===== src/rtl/mem_port_arbiter.sv =====
// mem_port_arbiter
// Shares one single-port RAM between the fetch (IF) and memory (DM) stages.
// DM wins collisions unless IF has been refused STARVE_MAX cycles in a row.
// Read returns are tracked by a small {valid, owner} shift register so data
// is steered back to the requester that issued the read.
module mem_port_arbiter #(
  parameter int ADDR_W     = 64,
  parameter int DATA_W     = 64,
  parameter int RD_LAT     = 1,
  parameter int STARVE_MAX = 3
) (
  input  logic              clk_i,
  input  logic              rst_ni,
  input  logic              if_req_i,
  input  logic [ADDR_W-1:0] if_addr_i,
  output logic              if_gnt_o,
  output logic              if_rvalid_o,
  output logic [DATA_W-1:0] if_rdata_o,
  input  logic              dm_req_i,
  input  logic              dm_we_i,
  input  logic [ADDR_W-1:0] dm_addr_i,
  input  logic [DATA_W-1:0] dm_wdata_i,
  output logic              dm_gnt_o,
  output logic              dm_rvalid_o,
  output logic [DATA_W-1:0] dm_rdata_o,
  output logic              ram_en_o,
  output logic              ram_we_o,
  output logic [ADDR_W-1:0] ram_addr_o,
  output logic [DATA_W-1:0] ram_wdata_o,
  input  logic [DATA_W-1:0] ram_rdata_i
);

  localparam logic [3:0] STARVE_LIM = 4'(STARVE_MAX);

  // Reject parameter values the return pipeline and counter cannot support
  if (RD_LAT < 1 || RD_LAT > 4) begin : g_bad_rd_lat
    $error("mem_port_arbiter: RD_LAT must be in 1..4");
  end
  if (STARVE_MAX < 1 || STARVE_MAX > 15) begin : g_bad_starve_max
    $error("mem_port_arbiter: STARVE_MAX must be in 1..15");
  end

  logic [3:0]        starve_cnt;
  logic              if_prio;
  logic              if_gnt;
  logic              dm_gnt;
  logic              rd_accept;
  logic [RD_LAT-1:0] ret_vld;
  logic [RD_LAT-1:0] ret_is_if;

  // Arbitration: DM first, IF when it has waited long enough; nothing in reset
  always_comb begin
    if_prio = (starve_cnt == STARVE_LIM);
    if_gnt  = 1'b0;
    dm_gnt  = 1'b0;
    if (rst_ni) begin
      if (if_req_i && (!dm_req_i || if_prio)) begin
        if_gnt = 1'b1;
      end else if (dm_req_i) begin
        dm_gnt = 1'b1;
      end
    end
  end

  assign if_gnt_o  = if_gnt;
  assign dm_gnt_o  = dm_gnt;
  assign rd_accept = if_gnt | (dm_gnt & ~dm_we_i);

  // RAM command is steered from whichever port won this cycle
  always_comb begin
    ram_en_o    = 1'b0;
    ram_we_o    = 1'b0;
    ram_addr_o  = '0;
    ram_wdata_o = '0;
    if (if_gnt) begin
      ram_en_o   = 1'b1;
      ram_addr_o = if_addr_i;
    end else if (dm_gnt) begin
      ram_en_o    = 1'b1;
      ram_we_o    = dm_we_i;
      ram_addr_o  = dm_addr_i;
      ram_wdata_o = dm_wdata_i;
    end
  end

  // Count consecutive refused IF cycles, saturating at the priority threshold
  always_ff @(posedge clk_i) begin
    if (!rst_ni) begin
      starve_cnt <= '0;
    end else if (if_req_i && !if_gnt) begin
      if (starve_cnt != STARVE_LIM) begin
        starve_cnt <= starve_cnt + 4'd1;
      end
    end else begin
      starve_cnt <= '0;
    end
  end

  // Shift {valid, owner} along with the RAM read latency; reset drops in-flight reads
  always_ff @(posedge clk_i) begin
    if (!rst_ni) begin
      ret_vld   <= '0;
      ret_is_if <= '0;
    end else begin
      ret_vld[0]   <= rd_accept;
      ret_is_if[0] <= if_gnt;
      for (int i = 1; i < RD_LAT; i++) begin
        ret_vld[i]   <= ret_vld[i-1];
        ret_is_if[i] <= ret_is_if[i-1];
      end
    end
  end

  assign if_rvalid_o = rst_ni & ret_vld[RD_LAT-1] & ret_is_if[RD_LAT-1];
  assign dm_rvalid_o = rst_ni & ret_vld[RD_LAT-1] & ~ret_is_if[RD_LAT-1];
  assign if_rdata_o  = if_rvalid_o ? ram_rdata_i : '0;
  assign dm_rdata_o  = dm_rvalid_o ? ram_rdata_i : '0;

endmodule


===== config.mk =====
export PLATFORM = sky130hd
export DESIGN_NAME = mem_port_arbiter
export DESIGN_NICKNAME = d
export VERILOG_FILES = /design/src/rtl/mem_port_arbiter.sv
export SDC_FILE = /design/constraint.sdc
export NUM_CORES = 1
export LEC_CHECK = 0
export CORE_AREA = 5 5 203 205
export DETAILED_ROUTE_END_ITERATION = 6
export DIE_AREA = 0 0 208 210
export SYNTH_ARGS = -nofsm -noshare
export SYNTH_HDL_FRONTEND = slang
export SYNTH_SLANG_ARGS = --single-unit

===== constraint.sdc =====
create_clock -name clk_i -period 3.35 [get_ports clk_i]
set_input_delay 1.005 -clock clk_i [delete_from_list [all_inputs] [get_ports clk_i]]
set_output_delay 1.005 -clock clk_i [all_outputs]
set_load 0.02 [all_outputs]

==> metrics <==
final instance area between 8000 and 9000 um^2; Routed Antenna Nets 0; Synth Warn # 0; fillers 4,419; fin. max-slew vios 0; type of origin of the critical path input port; final worst path period need 3.307 ns; CP endpoint kind primary output; cts hold-fix bufs 0; Worst-Margin Slew 0.2786 ns; initial antenna violation count 4; Final Hold Fails 0; total number of vias approximately 4,400; most frequent cells in the layout 257 x clkdlybuf4s50_1, 188 x and2_1, 125 x dlygate4sd2_1; met3 wire len 2350 um; CTS root buffer clkbuf_16; largest vdd supply drop around 0.00013 V; uppermost layer routed met5; DRT met1 WL 8236 um; row count 73; Netlist Area Pre-Place 2240 um^2; Max Cap Viol 0; Final #Nets between 1,000 and 1,500; Synth area leader and2_1; kind of critical path input port to primary output; flop2flop setup slack 1.65 ns; post-layout util slightly above 20%; drt wl/cell roughly 17 um; DIE HEIGHT 210 um; Max Buffers Root-to-Sink 2; Initial Utilization 5.702%; DP Worst Slack -0.7228 ns; Post-Syn Nets 582; largest net degree at the start of global routing 53; Die W between 200 and 250 um; WL met2 about 13,000 um; sequential fraction of the synthesis area roughly 5.4%; core area 39,280 um^2; post-synth cell types 23; hold path depth 1; synth top area cells and2_1 54%, a22o_1 25%, dfxtp_1 5.4%; H-tree depth 1; Initial DRC Count about 190; syn_area_per_cell approximately 7 um^2; Post-Route WL ~24,000 um; Clock Latency Late Sink 0.23 ns; Clock Skew 0.0008446 ns; CTS tree done; RSZ-0062 raised after global routing yes; I/O Pins approximately 520; worst hold path class flip-flop to flip-flop; clk slew on worst S/H paths roughly 0.030 ns; layout cells sized above 1 19.59%; die area about 44,000 um^2; TritonRoute pass-1 iters 4; PwrDens ~140 nW/um^2; first-pass GRT wire length 32,650 um; Syn Inst Count 320; Primary FF master, synth dfxtp_1; final worst setup slack roughly 0.043 ns; setup TNS 0 ns; Max Freq approximately 0.3 GHz; DP HPWL 21,300 um; final setup vio count 0; EDFF count, synth 0; Area Growth Syn to Fin 261.8%; vias in the first global route between 4,000 and 5,000; clock buffer count from CTS 3; CP Max Fanout 13; Arr. time, crit path between 2 and 2.5 ns; DRC 0; via/cell ratio roughly 3.3; area share of the largest cell type after synthesis 53.91%; Placer Congestion between 0.9 and 1; number of port buffers around 520; P_leak a little under 4 nW; clk sinks 6; GR Overflow Total 0; Max-slew headroom about 81%; status finished clean; cells on worst reg2reg path 5; ratio of final minimum period to clock period between 90% and 100%; Yosys reg bits 6; Placed Area approximately 8400 um^2; FFs w/ async S/R, synth 0%; most common cell after layout, fill and taps aside clkdlybuf4s50_1; Tot GR Track Use under 10%; worst endpoint required time between 2 and 2.5 ns
==> layer usage <==
metal / GRT usage, % / vias up
met3: 3.557 / 24
met5: 0 / -
met4: 1.721 / 4
met1: 10.19 / 1986
met2: 19.25 / 311
li1: - / 2111
==> path summary, 6_finish.rpt <==
kind | startpoint | end
worst max-delay path | dm_req_i | ram_addr_o[52]
worst min-delay path | starve_cnt[0] | starve_cnt[0]
worst max register to register | starve_cnt[0] | ret_vld
worst min register to register | starve_cnt[0] | starve_cnt[0]
==> per-stage QoR <==
stage	hold WS (ns)	instances	power, mW
after floorplan	0.4327	320	0.3512
after global placement	0.4411	1355	0.9765
final	0.4564	1363	1.101
after global routing	0.4872	1362	1.156
after detailed placement	0.4588	1355	0.9790
after CTS	0.4633	1362	1.117
==> state kept, by name, summed over array words and instances, names as in the netlist <==
name        cells
ret_is_if       1
ret_vld         1
starve_cnt      4
==> cell usage after synthesis (2+ instances only) <==
master and n:
nand2_1 3, a22o_1 64, inv_1 3, dfxtp_1 6, buf_2 4, nor3_1 4
and2_1 193, buf_6 7, clkbuf_2 2, buf_4 4, clkbuf_1 18
==> what timing repair did <==
action                     CTS  global route
pin swaps                    2             0
cloned                       1             0
buffers inserted             3             0
setup endpoints to repair  261            84
resized for setup          456            17
==> where the power goes <==
part,total (mW),switching (mW),internal [mW]
sequential,0.0752,0.00127,0.0739
clock,0.191,0.0377,0.153
combinational,0.835,0.351,0.484
==> critical path, stage by stage <==
cell and delay, ns:
dlygate4sd2_1 0.26, buf_4 0.15, a21oi_4 0.13, buf_12 0.17
buf_12 0.14, a22o_1 0.15, clkdlybuf4s15_2 0.28
==> area by class of cell <==
class	count	area (um^2)	area share (%)
tap	525	656.9	8.107
clock buffer	3	75.07	0.9265
inverter	3	11.26	0.1390
sequential	6	120.1	1.482
antenna	1	2.502	0.03088
multi-input combinational	276	1939	23.93
timing repair buffer	549	5298	65.38
==> cells by family (layout without fill, tap and decap cells) <==
kind of cell | count (synthesis) | count (layout) | share of synthesized area, %
other | 0 | 1 | 0
adders and majority gates | 1 | 1 | 0.5586
xor gates and xnor gates | 2 | 2 | 0.7823
DFF | 6 | 6 | 5.363
AOI/OAI and AO/OA | 69 | 69 | 27.10
and+or+nand+nor | 204 | 204 | 56.48
buffers and inverters | 38 | 555 | 9.721
No activity file was read; power rests on OpenSTA's default activity.
